===== src/rtl/mux_sw_alloc_if.sv =====
// -----------------------------------------------------------------------------
// mux_sw_alloc_if
//   Bundle of the signals shared between the switch allocator and the
//   requesters and downstream sink around the 2:1 output-port mux.
//
//   master : drives flit valid/type for both input ports and downstream ordy;
//            observes the allocator outputs.
//   slave  : the allocator itself.
//
//   ivalid_0 / itype_0 : port 0 flit valid and type (MSBs of idata_0)
//   ivalid_1 / itype_1 : port 1 flit valid and type
//   ordy               : downstream can accept a flit this cycle
//   sel                : one-hot mux select, all-zero = nothing selected
//   igrant             : one-hot, bit i = flit on port i consumed this cycle
//   olock              : packet in progress
//   err                : sticky protocol-error flag
// -----------------------------------------------------------------------------
interface mux_sw_alloc_if #(
    parameter int NPORT = 2,
    parameter int TYPEW = 2
);
    logic             ivalid_0;
    logic [TYPEW-1:0] itype_0;
    logic             ivalid_1;
    logic [TYPEW-1:0] itype_1;
    logic             ordy;
    logic [NPORT-1:0] sel;
    logic [NPORT-1:0] igrant;
    logic             olock;
    logic             err;

    modport master (
        output ivalid_0, itype_0, ivalid_1, itype_1, ordy,
        input  sel, igrant, olock, err
    );

    modport slave (
        input  ivalid_0, itype_0, ivalid_1, itype_1, ordy,
        output sel, igrant, olock, err
    );
endinterface


===== src/rtl/mux_sw_alloc.sv =====
// -----------------------------------------------------------------------------
// mux_sw_alloc
//   Packet-level round-robin switch allocator for the router's 2:1 output mux.
//   In IDLE it picks a HEAD flit (scanning from rr_ptr upward) and drives sel
//   combinationally so the head passes with no added latency. Once the HEAD
//   transfers, the grant is locked to that port until its TAIL transfers, so
//   flits of different packets never interleave at the mux output.
//
//   clk  : router clock, rising edge
//   rst  : synchronous, active-high reset
//   bus  : mux_sw_alloc_if slave (port valids/types, ordy in; sel, igrant,
//          olock, err out)
// -----------------------------------------------------------------------------
module mux_sw_alloc #(
    parameter int               NPORT     = 2,
    parameter int               TYPEW     = 2,
    parameter logic [TYPEW-1:0] TYPE_NONE = 2'b00,
    parameter logic [TYPEW-1:0] TYPE_HEAD = 2'b01,
    parameter logic [TYPEW-1:0] TYPE_DATA = 2'b10,
    parameter logic [TYPEW-1:0] TYPE_TAIL = 2'b11
) (
    input  logic          clk,
    input  logic          rst,
    mux_sw_alloc_if.slave bus
);

    localparam int PTRW = $clog2(NPORT);

    localparam logic [0:0] ST_IDLE   = 1'b0;
    localparam logic [0:0] ST_LOCKED = 1'b1;

    // Registered state
    logic [0:0]       state_q,  state_d;
    logic [NPORT-1:0] owner_q,  owner_d;
    logic [PTRW-1:0]  rr_ptr_q, rr_ptr_d;
    logic             err_q,    err_d;

    // Per-port views of the input bundle
    logic [NPORT-1:0] ivalid_v;
    logic [TYPEW-1:0] itype_v [NPORT];
    logic [NPORT-1:0] head_v;
    logic [NPORT-1:0] none_v;

    // Arbitration / datapath control
    logic [NPORT-1:0] winner;
    logic             found;
    logic [PTRW-1:0]  scan_idx;
    logic [PTRW-1:0]  owner_idx;
    logic [TYPEW-1:0] owner_type;
    logic             owner_bad;
    logic [NPORT-1:0] sel;
    logic [NPORT-1:0] igrant;
    logic             xfer;

    // Gather the named port signals into indexable vectors.
    // NOTE: every always_comb output gets a default before any conditional
    // assignment, so no path leaves a variable unassigned and no latch is built.
    always_comb begin
        ivalid_v    = '0;
        ivalid_v[0] = bus.ivalid_0;
        ivalid_v[1] = bus.ivalid_1;
        for (int i = 0; i < NPORT; i++) begin
            itype_v[i] = TYPE_NONE;
        end
        itype_v[0] = bus.itype_0;
        itype_v[1] = bus.itype_1;
    end

    always_comb begin
        head_v = '0;
        none_v = '0;
        for (int i = 0; i < NPORT; i++) begin
            head_v[i] = ivalid_v[i] && (itype_v[i] == TYPE_HEAD);
            none_v[i] = (itype_v[i] == TYPE_NONE);
        end
    end

    // Round-robin pick: first HEAD requester at or after rr_ptr, modulo NPORT.
    always_comb begin
        winner   = '0;
        found    = 1'b0;
        scan_idx = '0;
        for (int k = 0; k < NPORT; k++) begin
            scan_idx = PTRW'((int'(rr_ptr_q) + k) % NPORT);
            if (!found && head_v[scan_idx]) begin
                winner[scan_idx] = 1'b1;
                found            = 1'b1;
            end
        end
    end

    // Owner bookkeeping, outputs and next-state.
    always_comb begin
        owner_idx = '0;
        for (int i = 0; i < NPORT; i++) begin
            if (owner_q[i]) begin
                owner_idx = PTRW'(i);
            end
        end
        owner_type = itype_v[owner_idx];
        // Only DATA and TAIL are legal from the owner mid-packet.
        owner_bad  = ivalid_v[owner_idx] &&
                     (owner_type != TYPE_DATA) && (owner_type != TYPE_TAIL);

        // While locked the mux stays on the owner even across bubbles/stalls.
        sel    = (state_q == ST_LOCKED) ? owner_q : winner;
        // A valid NONE flit is never consumed; in IDLE sel only ever points
        // at a HEAD, so the NONE mask only matters while locked.
        igrant = sel & ivalid_v & ~none_v & {NPORT{bus.ordy}};
        xfer   = |igrant;

        state_d  = state_q;
        owner_d  = owner_q;
        rr_ptr_d = rr_ptr_q;
        err_d    = err_q;

        case (state_q)
            ST_IDLE: begin
                if (|(ivalid_v & ~head_v)) begin
                    err_d = 1'b1;
                end
                if (xfer) begin
                    state_d = ST_LOCKED;
                    owner_d = winner;
                end
            end
            ST_LOCKED: begin
                if (owner_bad) begin
                    err_d = 1'b1;
                end
                if (xfer && (owner_type == TYPE_TAIL)) begin
                    state_d  = ST_IDLE;
                    owner_d  = '0;
                    // Port after the one that just finished gets top priority.
                    rr_ptr_d = (owner_idx == PTRW'(NPORT - 1)) ? '0
                                                               : owner_idx + 1'b1;
                end
            end
            default: begin
                state_d = ST_IDLE;
                owner_d = '0;
            end
        endcase
    end

    // NOTE: sequential state uses non-blocking assignments so every flop
    // samples its _d value from before this edge, independent of block order.
    always_ff @(posedge clk) begin
        if (rst) begin
            state_q  <= ST_IDLE;
            owner_q  <= '0;
            rr_ptr_q <= '0;
            err_q    <= 1'b0;
        end else begin
            state_q  <= state_d;
            owner_q  <= owner_d;
            rr_ptr_q <= rr_ptr_d;
            err_q    <= err_d;
        end
    end

    assign bus.sel    = sel;
    assign bus.igrant = igrant;
    assign bus.olock  = (state_q == ST_LOCKED);
    assign bus.err    = err_q;

endmodule


===== src/flat_wrapper.sv =====
// flat-port wrapper written by rule: the top's interface ports become plain ports
module mux_sw_alloc_flat 
#(
    parameter int               NPORT     = 2,
    parameter int               TYPEW     = 2,
    parameter logic [TYPEW-1:0] TYPE_NONE = 2'b00,
    parameter logic [TYPEW-1:0] TYPE_HEAD = 2'b01,
    parameter logic [TYPEW-1:0] TYPE_DATA = 2'b10,
    parameter logic [TYPEW-1:0] TYPE_TAIL = 2'b11
)
  (clk, rst, bus_ivalid_0, bus_itype_0, bus_ivalid_1, bus_itype_1, bus_ordy, bus_sel, bus_igrant, bus_olock, bus_err);
  mux_sw_alloc_if #(.NPORT(NPORT), .TYPEW(TYPEW)) bus_i ();
  input  logic clk;
  input  logic rst;
  input wire logic [$bits(bus_i.ivalid_0)-1:0] bus_ivalid_0;
  input wire logic [$bits(bus_i.itype_0)-1:0] bus_itype_0;
  input wire logic [$bits(bus_i.ivalid_1)-1:0] bus_ivalid_1;
  input wire logic [$bits(bus_i.itype_1)-1:0] bus_itype_1;
  input wire logic [$bits(bus_i.ordy)-1:0] bus_ordy;
  output wire logic [$bits(bus_i.sel)-1:0] bus_sel;
  output wire logic [$bits(bus_i.igrant)-1:0] bus_igrant;
  output wire logic [$bits(bus_i.olock)-1:0] bus_olock;
  output wire logic [$bits(bus_i.err)-1:0] bus_err;
  assign bus_i.ivalid_0 = bus_ivalid_0;
  assign bus_i.itype_0 = bus_itype_0;
  assign bus_i.ivalid_1 = bus_ivalid_1;
  assign bus_i.itype_1 = bus_itype_1;
  assign bus_i.ordy = bus_ordy;
  assign bus_sel = bus_i.sel;
  assign bus_igrant = bus_i.igrant;
  assign bus_olock = bus_i.olock;
  assign bus_err = bus_i.err;
  mux_sw_alloc #(.NPORT(NPORT), .TYPEW(TYPEW), .TYPE_NONE(TYPE_NONE), .TYPE_HEAD(TYPE_HEAD), .TYPE_DATA(TYPE_DATA), .TYPE_TAIL(TYPE_TAIL)) u_core (.clk(clk), .rst(rst), .bus(bus_i));
endmodule

===== config.mk =====
export PLATFORM = sky130hd
export DESIGN_NAME = mux_sw_alloc_flat
export DESIGN_NICKNAME = d
export VERILOG_FILES = /design/src/rtl/mux_sw_alloc_if.sv /design/src/rtl/mux_sw_alloc.sv /design/src/flat_wrapper.sv
export SDC_FILE = /design/constraint.sdc
export NUM_CORES = 1
export LEC_CHECK = 0
export ABC_AREA = 1
export BUFFER_PORTS_ARGS = -buffer_cell sky130_fd_sc_hd__buf_4
export CELL_PAD_IN_SITES_DETAIL_PLACEMENT = 0
export CELL_PAD_IN_SITES_GLOBAL_PLACEMENT = 1
export CORE_UTILIZATION = 32
export DETAILED_ROUTE_END_ITERATION = 8
export GPL_ROUTABILITY_DRIVEN = 0
export GPL_TIMING_DRIVEN = 0
export PLACE_DENSITY_LB_ADDON = 0.1
export SYNTH_ARGS = -nofsm -noshare
export SYNTH_HDL_FRONTEND = slang
export SYNTH_SLANG_ARGS = --single-unit

===== constraint.sdc =====
create_clock -name clk -period 2.99 [get_ports clk]
set_input_delay 0.1495 -clock clk [delete_from_list [all_inputs] [get_ports clk]]
set_output_delay 0.1495 -clock clk [all_outputs]
set_load 0.01 [all_outputs]

## After elaboration in Yosys (flattened, before gate mapping)

Index checks and enable logic that the tools add are counted.

| word-level totals | value |
|---|---|
| bits of input ports | 9 |
| logic and storage cells | 74 |
| output and inout bits | 6 |
| flip-flop bits (word level) | 5 |

| cells by class | value |
|---|---|
| reduce and logical (&&, ||, !) cells | 16 |
| $add $sub $neg | 2 |
| bitwise logic cells | 9 |
| order comparisons | 6 |
| eq/ne operators | 9 |
| muxes and demuxes | 28 |

Operators by type and width:

| kind | number |
|---|---|
| 2-bit 2-to-1 mux | 8 |
| 1-bit 2-to-1 mux | 15 |
| 2-bit bitwise AND | 4 |
| 1-bit logical AND | 8 |
| 2-bit != test, second input constant | 4 |
| 1-bit by 2-bit less-than comparator with 1-bit output, second input constant | 3 |
| 2-bit AND reduction | 3 |
| 2-bit by 1-bit == test with 1-bit output, second input constant | 2 |
| 2-bit logical NOT | 2 |
| 2-bit by 1-bit != test with 1-bit output, second input constant | 2 |
| 2-bit inverter | 2 |
| 1-bit case mux with 2 select lines | 2 |
| 2-bit case mux with 2 select lines | 1 |
| 2-bit OR reduction | 2 |
| 1-bit adder, second input constant | 2 |
| 1-bit demux with 1-bit select | 2 |
| 2-bit == test, second input constant | 1 |
| 1-bit greater-or-equal comparator, second input constant | 2 |
| 2-bit greater-or-equal comparator, second input constant | 1 |
| 1-bit inverter with 2-bit output | 1 |
| 2-bit OR | 1 |
| 1-bit logical NOT | 1 |
| 1-bit inverter | 1 |

## Longest topological paths before layout

| depth | value |
|---|---|
| word-level depth | 16 |
| mapped depth | 10 |

## Least setup slack after synthesis

OpenSTA, ideal clock, no wires.

| timing | value |
|---|---|
| path kind | reg-to-reg |
| start point | register u_core.state_q, in the netlist u_core.bus.olock |
| end point | register u_core.owner_q[0] |
| path slack | 1.801 ns |
| required time | 2.875 ns |
| buffers on the path | 1 |
| data arrival time | 1.074 ns |
| clock period less this slack | 1.189 ns |
| stages on the path, launching flop included | 9 |
| path through | dfxtp_1 -> buf_2 -> nor2_1 -> nand2_1 -> nand2_2 -> nand2_4 -> nand2_4 -> a21oi_1 -> nor2_1 |

| between the ends | value |
|---|---|
| longest elaborated chain between the ends | 8 |
| elaborated cells on any way between the ends | 11 |
| classes of those cells | eq/ne: 2; mux: 2; bitwise: 4; reduce/logical: 3 |

RTL lines:

| element | line | RTL |
|---|---|---|
| from (decl) | mux_sw_alloc.sv:33 | `logic [0:0] state_q, state_d;` |
| from (signal assigned) | mux_sw_alloc.sv:155 | `state_q <= state_d;` |
| 2-bit 2-to-1 mux * | mux_sw_alloc.sv:106 | `sel = (state_q == ST_LOCKED) ? owner_q : winner;` |
| named net bus_sel[0] | flat_wrapper.sv:20 | `output wire logic [$bits(bus_i.sel)-1:0] bus_sel;` |
| 2-bit bitwise AND * (3 in series) | mux_sw_alloc.sv:109 | `igrant = sel & ivalid_v & ~none_v & {NPORT{bus.ordy}};` |
| 2-bit OR reduction * | mux_sw_alloc.sv:110 | `xfer = \|igrant;` |
| 1-bit logical AND | mux_sw_alloc.sv:131 | `if (xfer && (owner_type == TYPE_TAIL)) begin` |
| 2-bit != test (no line) | -- |  |
| 2-bit AND reduction (no line) * | -- |  |
| to (signal assigned) | mux_sw_alloc.sv:156 | `owner_q <= owner_d;` |
| to (decl) | mux_sw_alloc.sv:34 | `logic [NPORT-1:0] owner_q, owner_d;` |

The timed path passes the listed nets; every way through them passes the cells marked *.
A chain may end at the register's enable or synchronous reset.

## Worst setup path in the final report

| timing | value |
|---|---|
| start point | register u_core.state_q, in the netlist u_core.bus.olock |
| end point | output port bus_igrant[0] |

| between the ends | value |
|---|---|
| longest elaborated chain between the ends | 4 |

RTL lines:

| element | line | RTL |
|---|---|---|
| 2-bit 2-to-1 mux | mux_sw_alloc.sv:106 |  |
| 2-bit bitwise AND (3 in series) | mux_sw_alloc.sv:109 |  |
| to (decl) | flat_wrapper.sv:21 | `output wire logic [$bits(bus_i.igrant)-1:0] bus_igrant;` |

Every way passes these cells.

==> metrics.md <==
| Metric | Value |
|---|---|
| Finished Layout Cells | `100` |
| Unique masters post-synth | `16` |
| Most common cell after layout, fill and taps aside | `nand2_1` |
| DR vias | `442` |
| Maxcap violations | `0` |
| Die width | `~38 um` |
| FP Rows | `12` |
| Critical Path Slowest Stage Cell | `dfxtp_1` |
| Total global routing overflow | `0` |
| Hold slack | `158 ps` |
| First-pass GRT wire length | `1.39 mm` |
| Syn-to-layout area delta | `35.7%` |
| Slew @ Worst Pin | `between 200 and 300 ps` |
| Final setup margin | `between 1500 and 2000 ps` |
| Buffer count from post-CTS setup fixing | `0` |
| Nature of the critical path endpoint | `output pin` |
| Crit path from | `u_core.bus.olock$_SDFF_PP0_` |
| Max Slew Vio Count | `0` |
| Clock-pin slew on the worst setup and hold paths | `roughly 40 ps` |
| Register bit total from synthesis | `5` |
| PwrDens | `around 340 nW/um2` |
| CTS buffer count | `3` |
| Status | `finished clean` |
| Pre-antenna DRT Iters | `3` |
| Hold-fix buffers, CTS | `0` |
| Detailed Place HPWL | `743 um` |
| Num ports | `15` |
| Worst path cell trace | `buf_2 > nor2_1 > nand2_1 > nand2_2 > nand2_4 > inv_2 > buf_4` |
| Worst-Skew Late Latency | `between 200 and 300 ps` |
| WP data arrival | `between 1000 and 1500 ps` |
| CTS Root Cell | `clkbuf_4` |
| Synth Warn # | `0` |
| Die height | `roughly 38 um` |
| Detail Route Antenna Nets | `0` |
| Hold Crit Class | `in -> reg` |
| Fmax | `0.715 GHz` |
| Syn Nets | `between 70 and 80` |
| Vias per inst | `approximately 4.4` |
| Clk buf depth | `2` |
| Required @ worst endpoint | `between 2000 and 3000 ps` |
| Post-cts gate resize count | `0` |
| Crit-path max cell delay | `310 ps` |
| DP Worst Slack | `between 1500 and 2000 ps` |
| Hold Violations, Final | `0` |
| Die area | `between 1000 and 1500 um2` |
| Syn Area/Cell | `6.13 um2` |
| Vias in the first global route | `345` |
| Largest net degree at the start of global routing | `10` |
| CP Class | `reg -> out` |
| VDD IR max | `approximately 0.00023 V` |
| H-tree depth | `1` |
| CP max FO | `8` |
| Dpl cell area | `around 540 um2` |
| Worst Hold Launch | `rst` |
| Port Buf Inserts | `14` |
| Antenna violations before repair | `0` |
| Total Routing Usage GR | `14.5%` |
| DRT Wirelength | `897 um` |
| TNS Setup | `0 ps` |
| Cell area after layout | `~570 um2` |
| Commonest non-fill, non-tap cells in the layout | `nand2_1 (16), buf_4 (14), nand3_1 (7), inv_1 (6), nor2_1 (6)` |
| Synthesized cell area | `approximately 420 um2` |
| NumNets Final | `96` |
| Cells after DPL | `96` |
| Finish-stage setup viols | `0` |
| Initial drt markers | `4` |
| Gate Count Post-Synth | `between 60 and 70` |
| Core Area | `~1200 um2` |
| CTS Sinks | `5` |
| Layout cells sized above 1 | `between 30% and 40%` |
| Initial core utilization | `between 30% and 40%` |
| Leakage power | `0.320 nW` |
| Fillers | `roughly 130` |
| Fin crit period | `~1400 ps` |
| Max-slew headroom | `80.9%` |
| Clk_skew | `slightly below 5 ps` |
| WL per Instance | `between 8 and 9 um` |
| Antenna cells | `0` |
| CTS tree | `done` |
| RSZ-0062 raised after global routing | `false` |
| Startpoint types | `register` |
| Final core occ | `around half` |
| Overall power | `0.194 mW` |
| FF-to-FF Start | `u_core.bus.olock$_SDFF_PP0_` |
| Final period util | `a little under half` |
| DRC | `0` |
| Register area share after synthesis | `around a quarter` |
## Yosys cell counts
library cell,instances,area (um2)
nand2_1,16,60.1
nand3_1,7,35.0
inv_1,6,22.5
nor2_1,6,22.5
a21oi_1,5,25.0
dfxtp_1,5,100
inv_2,5,18.8
nand2_4,4,45.0
o21ai_1,4,20.0
nand2_2,2,12.5
nor2_2,2,12.5
o21ai_0,2,10.0
buf_2,1,5.00
buf_6,1,11.3
nand4_1,1,6.26
o211a_1,1,10.0
## worst paths after layout
kind | endpoint | slack, ps | depth (start not counted)
max | bus_igrant[0] | 1590 | 7
min | u_core.owner_q[0]$_SDFFE_PP0P_ | 160 | 4
max reg2reg | u_core.rr_ptr_q$_SDFFE_PP0P_ | 1770 | 9
min reg2reg | u_core.bus.err$_SDFFE_PP0P_ | 460 | 2
## final cells by class
type	instances	area [um2]	share of cell area [%]
multi-input combinational	50	259	45.8
timing repair buffer	14	105	18.6
sequential	5	100	17.7
inverter	11	41.3	7.30
clock buffer	4	26.3	4.65
tap	14	17.5	3.10
buffer	2	16.3	2.88
## layer usage
metal,vias up,GRT usage (%),wire length [um]
met1,180,17.5,443
met2,12,22.0,401
li1,250,-,-
met3,0,8.72,51
met5,-,0,0
met4,0,2.68,0
## cell families (layout without fill, tap and decap cells)
| family | Yosys count | in the layout | synth area share, % |
|---|---|---|---|
| flops | 5 | 5 | 24.0 |
| buf+inv | 13 | 31 | 13.8 |
| compound gates | 12 | 12 | 15.6 |
| simple gates | 38 | 38 | 46.5 |
## state kept, by name (all words and copies together), names as in the netlist
register / cells
u_core.rr_ptr_q: 1
u_core.bus.olock: 1
u_core.bus.err: 1
u_core.owner_q: 2
## power by group
| group | switching, mW | internal, mW | total, mW |
|---|---|---|---|
| clock | 0.0284 | 0.0505 | 0.0789 |
| sequential | 0.00119 | 0.0696 | 0.0708 |
| combinational | 0.0237 | 0.0202 | 0.0439 |
## critical path, delay by kind of cell (launching register included)
family / cells / cell delay (ps)
buffers and inverters: 3 / 350
and+or+nand+nor: 4 / 330
DFF: 1 / 310
Note: power is estimated with default switching activity, not from simulation.
